===== src/rtl/pkt_wr_sched.sv =====
// Packet write scheduler: queues capture descriptors, allocates host ring space
// against the host read offset and runs one wr_ctrl transfer per packet.
module pkt_wr_sched #(
  parameter logic [31:0] RING_BASE  = 32'h1000_0000,
  parameter logic [31:0] RING_BYTES = 32'h0000_1000,
  parameter int          MAX_LEN    = 1518,
  parameter int          DESC_DEPTH = 8,
  parameter int          TIMEOUT    = 4096
) (
  input  logic        clk,
  input  logic        reset,
  input  logic        enable,
  input  logic        desc_valid,
  input  logic [15:0] desc_len,
  output logic        desc_ready,
  output logic        wr_ctrl,
  input  logic        wr_ctrl_rdy,
  output logic [31:0] pkt_begin,
  output logic [31:0] pkt_end,
  output logic [31:0] control,
  input  logic [31:0] host_rd_off,
  output logic [31:0] wr_off,
  output logic [31:0] pkt_count,
  output logic [31:0] drop_count,
  output logic        timeout_err,
  output logic        busy
);

  localparam int          QW        = (DESC_DEPTH > 1) ? $clog2(DESC_DEPTH) : 1;
  localparam logic [QW:0] Q_FULL    = (QW+1)'(DESC_DEPTH);
  localparam logic [31:0] RING_MASK = RING_BYTES - 32'd1;
  localparam logic [31:0] MAX_LEN_W = 32'(MAX_LEN);
  localparam logic [31:0] TO_LAST   = 32'(TIMEOUT - 1);

  typedef enum logic [2:0] {
    S_IDLE,
    S_ALLOC,
    S_LAUNCH,
    S_WAIT,
    S_COMMIT
  } state_t;

  state_t state_reg, state_next;

  // ---------------- descriptor queue ----------------
  logic [15:0]   q_mem [DESC_DEPTH];
  logic [QW-1:0] q_wr_ptr_reg, q_rd_ptr_reg;
  logic [QW:0]   q_count_reg, q_count_next;
  logic          desc_ready_reg;
  logic          q_push, q_pop, q_empty;
  logic [15:0]   head_len;

  assign q_push   = desc_valid & desc_ready_reg;
  assign q_pop    = (state_reg == S_ALLOC);
  assign q_empty  = (q_count_reg == '0);
  assign head_len = q_mem[q_rd_ptr_reg];

  always_comb begin
    q_count_next = q_count_reg;
    case ({q_push, q_pop})
      2'b10:   q_count_next = q_count_reg + (QW+1)'(1);
      2'b01:   q_count_next = q_count_reg - (QW+1)'(1);
      default: q_count_next = q_count_reg;
    endcase
  end

  always_ff @(posedge clk) begin
    if (q_push) begin
      q_mem[q_wr_ptr_reg] <= desc_len;
    end
  end

  always_ff @(posedge clk) begin
    if (reset) begin
      q_wr_ptr_reg   <= '0;
      q_rd_ptr_reg   <= '0;
      q_count_reg    <= '0;
      desc_ready_reg <= 1'b1;
    end else begin
      if (q_push) q_wr_ptr_reg <= q_wr_ptr_reg + QW'(1);
      if (q_pop)  q_rd_ptr_reg <= q_rd_ptr_reg + QW'(1);
      q_count_reg    <= q_count_next;
      desc_ready_reg <= (q_count_next != Q_FULL);
    end
  end

  // ---------------- allocation checks on the queue head ----------------
  logic [31:0] wr_off_reg;
  logic [31:0] alloc_len, alloc_start, alloc_pad, alloc_used, alloc_need;
  logic        alloc_wrap, alloc_bad, alloc_full;

  assign alloc_len   = {16'h0, head_len};
  assign alloc_bad   = (head_len == 16'h0) || (head_len[1:0] != 2'b00) || (alloc_len > MAX_LEN_W);
  assign alloc_wrap  = (wr_off_reg + alloc_len) > RING_BYTES;
  assign alloc_start = alloc_wrap ? 32'h0 : wr_off_reg;
  assign alloc_pad   = alloc_wrap ? (RING_BYTES - wr_off_reg) : 32'h0;
  assign alloc_used  = (wr_off_reg - host_rd_off) & RING_MASK;
  // len+pad > RING_BYTES-used-4, rearranged so a bogus host offset cannot underflow
  assign alloc_need  = alloc_len + alloc_pad + alloc_used + 32'd4;
  assign alloc_full  = alloc_need > RING_BYTES;

  // ---------------- control FSM ----------------
  logic [31:0] tcnt_reg;
  logic        alloc_go, alloc_drop, wait_expire;

  always_ff @(posedge clk) begin
    if (reset) state_reg <= S_IDLE;
    else       state_reg <= state_next;
  end

  always_comb begin
    state_next  = state_reg;
    alloc_go    = 1'b0;
    alloc_drop  = 1'b0;
    wait_expire = 1'b0;
    case (state_reg)
      S_IDLE: begin
        if (!q_empty && enable) state_next = S_ALLOC;
      end
      S_ALLOC: begin
        if (alloc_bad || alloc_full) begin
          alloc_drop = 1'b1;
          state_next = S_IDLE;
        end else begin
          alloc_go   = 1'b1;
          state_next = S_LAUNCH;
        end
      end
      S_LAUNCH: state_next = S_WAIT;
      S_WAIT: begin
        if (wr_ctrl_rdy) begin
          state_next = S_COMMIT;
        end else if (tcnt_reg == TO_LAST) begin
          wait_expire = 1'b1;
          state_next  = S_IDLE;
        end
      end
      S_COMMIT: state_next = S_IDLE;
      default:  state_next = S_IDLE;
    endcase
  end

  // ---------------- datapath and statistics ----------------
  logic [31:0] start_reg, len_reg;
  logic [31:0] pkt_begin_reg, pkt_end_reg, control_reg;
  logic [31:0] pkt_count_reg, drop_count_reg;
  logic [15:0] seq_reg;
  logic        timeout_err_reg;

  always_ff @(posedge clk) begin
    if (reset) begin
      start_reg       <= '0;
      len_reg         <= '0;
      pkt_begin_reg   <= '0;
      pkt_end_reg     <= '0;
      control_reg     <= '0;
      wr_off_reg      <= '0;
      pkt_count_reg   <= '0;
      drop_count_reg  <= '0;
      seq_reg         <= '0;
      timeout_err_reg <= 1'b0;
      tcnt_reg        <= '0;
    end else begin
      if (alloc_go) begin
        start_reg     <= alloc_start;
        len_reg       <= alloc_len;
        pkt_begin_reg <= RING_BASE + alloc_start;
        pkt_end_reg   <= RING_BASE + alloc_start + alloc_len;
        control_reg   <= {16'h0, seq_reg};
      end
      if (alloc_drop) begin
        drop_count_reg <= drop_count_reg + 32'd1;
      end
      if (state_reg == S_LAUNCH) begin
        tcnt_reg <= '0;
      end else if (state_reg == S_WAIT) begin
        tcnt_reg <= tcnt_reg + 32'd1;
      end
      if (wait_expire) begin
        timeout_err_reg <= 1'b1;
      end
      if (state_reg == S_COMMIT) begin
        wr_off_reg    <= (start_reg + len_reg) & RING_MASK;
        pkt_count_reg <= pkt_count_reg + 32'd1;
        seq_reg       <= seq_reg + 16'd1;
      end
    end
  end

  assign desc_ready  = desc_ready_reg;
  assign wr_ctrl     = (state_reg == S_LAUNCH);
  assign pkt_begin   = pkt_begin_reg;
  assign pkt_end     = pkt_end_reg;
  assign control     = control_reg;
  assign wr_off      = wr_off_reg;
  assign pkt_count   = pkt_count_reg;
  assign drop_count  = drop_count_reg;
  assign timeout_err = timeout_err_reg;
  assign busy        = (state_reg != S_IDLE) || !q_empty;

endmodule

===== config.mk =====
export PLATFORM = sky130hd
export DESIGN_NAME = pkt_wr_sched
export DESIGN_NICKNAME = d
export VERILOG_FILES = /design/src/rtl/pkt_wr_sched.sv
export SDC_FILE = /design/constraint.sdc
export NUM_CORES = 1
export LEC_CHECK = 0
export ABC_AREA = 0
export CORE_MARGIN = 2
export CORE_UTILIZATION = 55
export DETAILED_ROUTE_END_ITERATION = 10
export PLACE_DENSITY = 0.84
export SETUP_SLACK_MARGIN = 0.02
export SLEW_MARGIN = 40
export SYNTH_ARGS = -nofsm -noshare
export SYNTH_HDL_FRONTEND = slang
export SYNTH_SLANG_ARGS = --single-unit
export TNS_END_PERCENT = 100

===== constraint.sdc =====
create_clock -name clk -period 10.8 [get_ports clk]
set_input_delay 1.08 -clock clk [delete_from_list [all_inputs] [get_ports clk]]
set_output_delay 1.08 -clock clk [all_outputs]
set_load 0.01 [all_outputs]

==> impl_metrics.yaml, run 1 <==
outcome:
  status: "complete, no violations"
timing:
  slew_violations: 0
  max_freq_mhz: 110
  finalCriticalPeriod_ns: 9.08
  timing.final.crit_share: 0.841
  rsz0062_at_grt: "no"
  finalHoldViolCount: 0
  worst_pin_slew_ns: 0.756
  setup_viol: 0
  tns_ns: 0
  skew_ns: 0.0205
  relSlewSlack: 0.492
cells_and_area:
  diodes: 0
  top_register: "q_mem"
  drive_gt1_frac: 0.0823
  synthToLayoutAreaGrowth_pct: 16.9
  largest_register_ffs: 128
  fin_nets: 2035
  utilization: 0.651
critical_path:
  crit_slowest_cell: "dfxtp_2"
  slowest_delay_ns: 0.58
  path_delay_family: "compound AO/OA/AOI/OAI gates"
  path_max_fanout: 23
  critPathKind: "reg2reg"
  cp-start-kind: "flop"
  crit_buf_inv: 6
  cp.arrival_ns: 9.48
  required_ns: 11.20
  end_kind: "flop"
clock_tree:
  cts-buffers-inserted: 36
  cts_post_setup_buffers_inserted: 0
  cts_hold_buf: 0
  clk_pin_slew_ns: 0.06
  cts-htree-levels: 2
  cts_sinks: 328
  clockRootBuffer: "clkbuf_16"
  ctsResizeCount: 0
  clockBufferDepth: 3
  worstSkewPairLatency_ns: 0.53
  cts_tree: "done"
detailed_routing:
  antenna_left: 0
  drt_iter0_drc: 970
  vias: 13400
  routed_wl_um: 40300
  drc: 0
  wl_per_cell_um: 17.5
  firstDrtPassIters: 6
  routed_via_density: 5.79
floorplan:
  ios: 249
  die_area_mm2: 0.0333
  die_x_um: 183
  initial_core_util: 0.557
  die_h_um: 183
  fp-row-count: 65
  coreArea_mm2: 0.0315
synth:
  yosysSeqAreaShare: 0.448
  synth_warnings: 0
  synth-seq-cells: 328
  async_flop_share: 0
  yosys_most_used_dff: "dfxtp_1"
  synthTopCellsByCount: "200 x dfxtp_1, 199 x nor2_1, 128 x edfxtp_1, 101 x a21oi_1, 94 x nand2_1"
  yosys.area.top_type: "dfxtp_1"
  yosys-top-cells-area: "dfxtp_1 23%, edfxtp_1 22%, ha_1 5.9%"
  synth_edf_count: 128
  synthCells: 1730
  yosysTopAreaCellShare: 0.228
  postSynthAreaPerCell_um2: 10.1
  synth.distinct_cells: 75
  yosysMostFrequentCell: "dfxtp_1"
  syn-cell-area_mm2: 0.0175
pwr:
  power_density_mw_per_mm2: 148
  cellLeakagePower_nw: 7.99
  peakVddDrop_v: 0.000129
hold_path:
  hp-start: "pkt_end[1]"
  min_path_type: "reg2reg"
global_routing:
  grt-ovfl-total: 0
  grt_use_total: 0.237
  grt_pass1_wl_um: 64200
  grt_pass1_vias: 12800
  grt_antenna_before_repair: 0
  grt_max_degree: 83
place:
  gp_congestion: 0.899
  io_buffers: 159
  dp_hpwl_um: 28900
flow_run:
  cap_viol_max_count: 0
[cell type report]
type / count / area (um2)
Timing Repair Buffer: 179 / 1750
Inverter: 92 / 345
Sequential cell: 328 / 7850
Fill cell: 2347 / 11000
Tap cell: 402 / 503
Clock inverter: 12 / 125
Multi-Input combinational cell: 1244 / 8870
Clock buffer: 52 / 1050
[kinds of logic after synthesis]
group | after synthesis | synth area share
multiplexers | 95 | 0.0789
flip-flops | 328 | 0.448
adder cells (fa/ha/maj) | 101 | 0.0798
XOR/XNOR | 126 | 0.0629
AO/OA/AOI/OAI | 284 | 0.105
other | 1 | 0.000214
AND/OR/NAND/NOR | 569 | 0.160
buffers and inverters | 226 | 0.0654
[cell usage in the layout (no fill, tap or decap), types with 33 or more instances in the layout]
| cell | count |
|---|---|
| conb_1 | 69 |
| clkdlybuf4s50_1 | 158 |
| nand2_1 | 94 |
| o21ai_0 | 54 |
| mux4_2 | 33 |
| nor2_1 | 197 |
| clkbuf_16 | 38 |
| edfxtp_1 | 128 |
| mux2i_1 | 48 |
| ha_1 | 83 |
| nor3_1 | 40 |
| a21oi_1 | 101 |
| dfxtp_1 | 197 |
| inv_1 | 92 |
| xor2_1 | 65 |
| nand3_1 | 43 |
| xnor2_1 | 61 |
[routing by layer]
| metal | part of all wire | vias up | GRT usage | routed length (um) |
|---|---|---|---|---|
| met4 | 0.041 | 0 | 0.0984 | 1640 |
| li1 | - | 6385 | - | - |
| met3 | 0.057 | 110 | 0.0383 | 2320 |
| met5 | 0 | - | 0 | 0 |
| met1 | 0.42 | 6427 | 0.296 | 16800 |
| met2 | 0.49 | 453 | 0.408 | 19600 |
[power breakdown]
group	internal [mW]	total (mW)	switching (mW)
Clock	0.728	1.21	0.482
Sequential	1.31	1.33	0.0200
Combinational	0.206	0.508	0.302
[stage by stage]
step	hold slack [ns]	setup WS (ns)	instances	power (mW)	instance area, um2
after floorplan	0.449	2.36	1798	1.74	17800
after global placement	0.447	1.92	2242	1.83	19300
after detailed placement	0.459	1.83	2245	1.85	19300
after CTS	0.468	1.79	2309	3.06	20500
after global routing	0.483	1.07	2309	3.17	20500
final	0.461	1.72	2309	3.04	20500
[tightest hold or removal path: cells and delay by family (launching register included)]
kind	cells	cell delay (ns)
AO/OA/AOI/OAI	1	0.05
flip-flops	1	0.31
AND/OR/NAND/NOR	1	0.05
[worst paths after layout]
check / endpoint / slack, ns / cells after the start
worst max-delay path: drop_count[31] / 1.72 / 30
worst min-delay path: pkt_end[1] / 0.46 / 2
worst max register to register: drop_count[31] / 1.72 / 30
worst min register to register: pkt_end[1] / 0.46 / 2
Note: power is estimated with default switching activity, not from simulation.
==> run 2, diff against run 1 <==
--- a/config.mk
+++ b/config.mk
@@ -7,9 +7,9 @@
 export LEC_CHECK = 0
 export ABC_AREA = 0
 export CORE_MARGIN = 2
-export CORE_UTILIZATION = 55
+export CORE_UTILIZATION = 50
 export DETAILED_ROUTE_END_ITERATION = 10
-export PLACE_DENSITY = 0.84
+export PLACE_DENSITY = 0.81
 export SETUP_SLACK_MARGIN = 0.02
 export SLEW_MARGIN = 40
 export SYNTH_ARGS = -nofsm -noshare
==> constraint.sdc (replaced) <==
create_clock -name clk -period 7.5 [get_ports clk]
set_input_delay 0.75 -clock clk [delete_from_list [all_inputs] [get_ports clk]]
set_output_delay 0.75 -clock clk [all_outputs]
set_load 0.01 [all_outputs]
==> impl_metrics.yaml, run 2 (same netlist as run 1, synthesis figures left out) <==
outcome:
  status: "complete, but fails checks"
  violations: "negative setup slack"
global_routing:
  grt_pass1_wl_um: 70600
  grt-ovfl-total: 0
  grt_antenna_before_repair: 2
  grt_max_degree: 86
  grt_use_total: 0.242
  grt_pass1_vias: 13500
floorplan:
  die_area_mm2: 0.0366
  initial_core_util: 0.508
  die_h_um: 191
  fp-row-count: 68
  die_x_um: 191
  ios: 249
  coreArea_mm2: 0.0345
critical_path:
  path_max_fanout: 7
  critPathKind: "reg2reg"
  cpMostUsedCell: "ha_4"
  required_ns: 7.94
  cp.arrival_ns: 8.04
  r2r_cells: 29
  crit_slowest_cell: "fa_1"
  cp-start-kind: "flop"
  end_kind: "flop"
  slowest_delay_ns: 0.56
pwr:
  p_total_mw: 4.61
  cellLeakagePower_nw: 8.69
  power_density_mw_per_mm2: 208
  peakVddDrop_v: 0.000215
clock_tree:
  cts-buffers-inserted: 35
  cts-htree-levels: 2
  worstSkewPairLatency_ns: 0.51
  cts_tree: "done"
  clockBufferDepth: 3
  cts_hold_buf: 0
  cts_sinks: 328
  clockRootBuffer: "clkbuf_16"
  clk_pin_slew_ns: 0.06
timing:
  rsz0062_at_grt: "yes"
  slew_violations: 0
  fin_ws_ns: -0.101
  skew_ns: 0.0212
  setup_viol: 43
  hold_slack_ns: 0.465
  relSlewSlack: 0.425
  tns_ns: -1.54
  finalHoldViolCount: 0
  max_freq_mhz: 132
  worst_pin_slew_ns: 0.855
  timing.final.crit_share: 1.01
  finalCriticalPeriod_ns: 7.60
detailed_routing:
  wl_met3_um: 3260
  routed_wl_um: 47000
  drc: 0
  firstDrtPassIters: 5
  route.met2.wl_um: 22700
  antenna_left: 0
  routed_via_density: 5.77
  drt_iter0_drc: 1353
  vias: 14300
  top_layer: "met5"
  wl_per_cell_um: 18.9
  drt-met1-wl_um: 18800
cells_and_area:
  fin_nets: 2162
  largest_register_ffs: 128
  stdcell_count: 2487
  drive_gt1_frac: 0.163
  seqCellArea_mm2: 0.00786
  synthToLayoutAreaGrowth_pct: 26.0
  layout_common_cells: "197 x nor2_1, 197 x dfxtp_1, 158 x clkdlybuf4s50_1"
  multi_input_area_mm2: 0.00934
  utilization: 0.640
  top_register: "q_mem"
  fillers: 2641
place:
  dp_hpwl_um: 32400
  gp_congestion: 0.926
  io_buffers: 159
  numPlacedInstances: 2398
hold_path:
  hold_path_depth: 2
  min_path_type: "reg2reg"
flow_run:
  cap_viol_max_count: 0
-- run 2: cell count changes in the layout (fill, tap and decap cells not counted), moves of 5 or more --
cell | previous run | this run
buf_4 | 17 | 116
buf_6 | 4 | 15
o21ai_0 | 54 | 43
buf_8 | 0 | 8
o21ai_1 | 1 | 9
ha_1 | 83 | 76
ha_4 | 0 | 6
a2111oi_4 | 0 | 5
-- run 2: final timing paths --
path                         end   startpoint  slack, ns
setup / recovery  drop_count[27]  q_mem[1][0]      -0.10
hold / removal        pkt_end[1]   pkt_end[1]       0.46
setup reg to reg  drop_count[27]  q_mem[1][0]      -0.10
hold reg to reg       pkt_end[1]   pkt_end[1]       0.46
-- run 2: layout make-up --
| type | count | area share |
|---|---|---|
| antenna | 1 | 0.000113 |
| tap | 455 | 0.0258 |
| multi-input combinational | 1247 | 0.423 |
| inverter | 92 | 0.0156 |
| clock inverter | 11 | 0.00436 |
| sequential | 328 | 0.356 |
| clock buffer | 49 | 0.0447 |
| timing repair buffer | 304 | 0.131 |
-- run 2: repair_timing --
item | CTS | global route
cloned | 2 | 5
pin swaps | 19 | 30
buffers inserted | 7 | 14
gates resized for setup | 40 | 67
endpoints found under the setup margin | 91 | 91
-- run 2: power breakdown --
part,internal (mW),switching [mW]
registers,1.88,0.0258
clock network,0.957,0.699
logic,0.477,0.569
total,3.31,1.29
-- run 2: critical path: cells and delay by family (launching register included) --
kind	cells	cell delay [ns]
buf+inv	5	0.74
flops	1	0.44
mux	2	0.84
fa+ha+maj	5	1.57
xor+xnor	1	0.20
simple gates	1	0.44
compound gates	15	3.29
-- run 2: layer usage --
metal,global-route usage,vias to the layer above
met4,0.0970,2
met3,0.0375,158
met1,0.308,6899
li1,-,6625
met5,0,-
met2,0.411,655
-- run 2: through the flow --
stage / worst slack, ns / instance area [um2]
5_1_grt: -0.306 / 22100
3_5_place_dp: -0.424 / 20200
3_3_place_gp: -0.318 / 20100
4_1_cts: 0.0305 / 21500
6_report: -0.101 / 22100
2_1_floorplan: -0.00808 / 17900
==> run 3, diff against run 2 <==
--- a/config.mk
+++ b/config.mk
@@ -7,9 +7,9 @@
 export LEC_CHECK = 0
 export ABC_AREA = 0
 export CORE_MARGIN = 2
-export CORE_UTILIZATION = 50
+export CORE_UTILIZATION = 55
 export DETAILED_ROUTE_END_ITERATION = 10
-export PLACE_DENSITY = 0.81
+export PLACE_DENSITY = 0.84
 export SETUP_SLACK_MARGIN = 0.02
 export SLEW_MARGIN = 40
 export SYNTH_ARGS = -nofsm -noshare
==> constraint.sdc (replaced) <==
create_clock -name clk -period 8.2 [get_ports clk]
set_input_delay 0.82 -clock clk [delete_from_list [all_inputs] [get_ports clk]]
set_output_delay 0.82 -clock clk [all_outputs]
set_load 0.01 [all_outputs]
==> impl_metrics.yaml, run 3 (same netlist as run 1, synthesis figures left out) <==
detailed_routing:
  routed_wl_um: 43800
  wl_per_cell_um: 18.5
  drt_iter0_drc: 1117
  drc: 0
  routed_via_density: 5.87
  antenna_left: 0
  vias: 13900
  firstDrtPassIters: 8
critical_path:
  critPathKind: "reg2reg"
  crit_slowest_cell: "mux4_2"
  cp.arrival_ns: 8.36
  path_max_fanout: 6
  required_ns: 8.64
  end_kind: "flop"
  slowest_delay_ns: 0.50
  cp-start-kind: "flop"
  cpMostUsedCell: "buf_4"
timing:
  slew_violations: 0
  max_freq_mhz: 126
  relSlewSlack: 0.488
  tns_ns: 0
  fin_ws_ns: 0.286
  finalCriticalPeriod_ns: 7.91
  finalHoldViolCount: 0
  setup_viol: 0
  worst_pin_slew_ns: 0.768
  timing.final.crit_share: 0.965
  skew_ns: 0.0236
global_routing:
  grt_antenna_before_repair: 0
  grt_pass1_vias: 13600
  grt_use_total: 0.259
  grt_pass1_wl_um: 69600
  grt-ovfl-total: 0
  grt_max_degree: 104
place:
  preCtsSetupSlack_ns: -0.0581
  io_buffers: 159
  dp_hpwl_um: 31200
  numPlacedInstances: 2301
  gp_congestion: 0.938
cells_and_area:
  stdcell_count: 2371
  top_register: "q_mem"
  layout_common_cells: "197 x nor2_1, 197 x dfxtp_1, 158 x clkdlybuf4s50_1"
  utilization: 0.672
  fillers: 2276
  largest_register_ffs: 128
  fin_nets: 2096
  diodes: 0
  synthToLayoutAreaGrowth_pct: 20.7
  drive_gt1_frac: 0.118
clock_tree:
  cts_hold_buf: 0
  clk_pin_slew_ns: 0.06
  clockBufferDepth: 3
  cts_tree: "done"
  worstSkewPairLatency_ns: 0.53
  cts_sinks: 328
  clockRootBuffer: "clkbuf_16"
  cts-buffers-inserted: 36
  cts-htree-levels: 2
floorplan:
  coreArea_mm2: 0.0315
  die_x_um: 183
  fp-row-count: 65
  die_h_um: 183
  ios: 249
  initial_core_util: 0.557
  die_area_mm2: 0.0333
outcome:
  status: "complete, no violations"
flow_run:
  cap_viol_max_count: 0
pwr:
  p_total_mw: 4.18
  power_density_mw_per_mm2: 197
  peakVddDrop_v: 0.000156
  cellLeakagePower_nw: 8.32
hold_path:
  min_path_type: "reg2reg"
==> run 3: cell types whose count changed in the layout (fill, tap and decap cells not counted), sizes merged <==
cell,previous run,this run
bufinv,1,4
clkinvlp,3,0
buf,144,82
clkbuf,51,46
and2,24,21
clkinv,5,15
inv,94,92
diode,1,0
==> run 3: final cells by class <==
type	instances	area, um2	area share
multi-input combinational	1244	8970	0.424
inverter	92	345	0.0163
tap	402	503	0.0238
clock buffer	46	1020	0.0482
clock inverter	19	221	0.0105
timing repair buffer	240	2250	0.106
sequential	328	7850	0.371
==> run 3: per-layer routing <==
metal	up-vias	share of wire	track usage	routed length, um
met5	-	0	0	0
met1	6699	0.40	0.319	17400
met4	0	0.047	0.127	2060
met3	138	0.068	0.0439	2980
li1	6488	-	-	-
met2	585	0.49	0.441	21400
==> run 3: final timing paths <==
check / startpoint / end / slack, ns / cells after the start
worst min-delay path: pkt_end[1] / pkt_end[1] / 0.46 / 2
worst min register to register: pkt_end[1] / pkt_end[1] / 0.46 / 2
worst max-delay path: q_mem[6][0] / drop_count[14] / 0.29 / 31
worst max register to register: q_mem[6][0] / drop_count[14] / 0.29 / 31
==> run 3: metrics by stage <==
step                      hold slack (ns)  area (um2)
final                               0.463       21200
after global routing                0.495       21200
after CTS                           0.472       21000
after detailed placement            0.466       19800
after global placement              0.448       19700
after floorplan                     0.449       17800
==> run 3: critical path: cells and delay by family, from the launching register on <==
kind | cells | cell delay [ns]
AND/OR/NAND/NOR | 1 | 0.37
buffers and inverters | 7 | 1.08
XOR/XNOR | 1 | 0.16
AO/OA/AOI/OAI | 15 | 3.22
adder cells (fa/ha/maj) | 5 | 1.73
flip-flops | 1 | 0.44
multiplexers | 2 | 0.82
==> run 3: repair_timing <==
item | 4_1_cts | 5_1_grt
pin swaps | 0 | 10
gates resized for setup | 1 | 26
setup buffers | 0 | 5
endpoints found under the setup margin | 7 | 91
==> run 3: where the power goes <==
group / leakage (nW) / internal, mW / switching [mW]
Sequential: 2.78 / 1.72 / 0.0241
Clock: 0.610 / 1.01 / 0.643
Combinational: 4.94 / 0.334 / 0.446
Total: 8.32 / 3.06 / 1.11
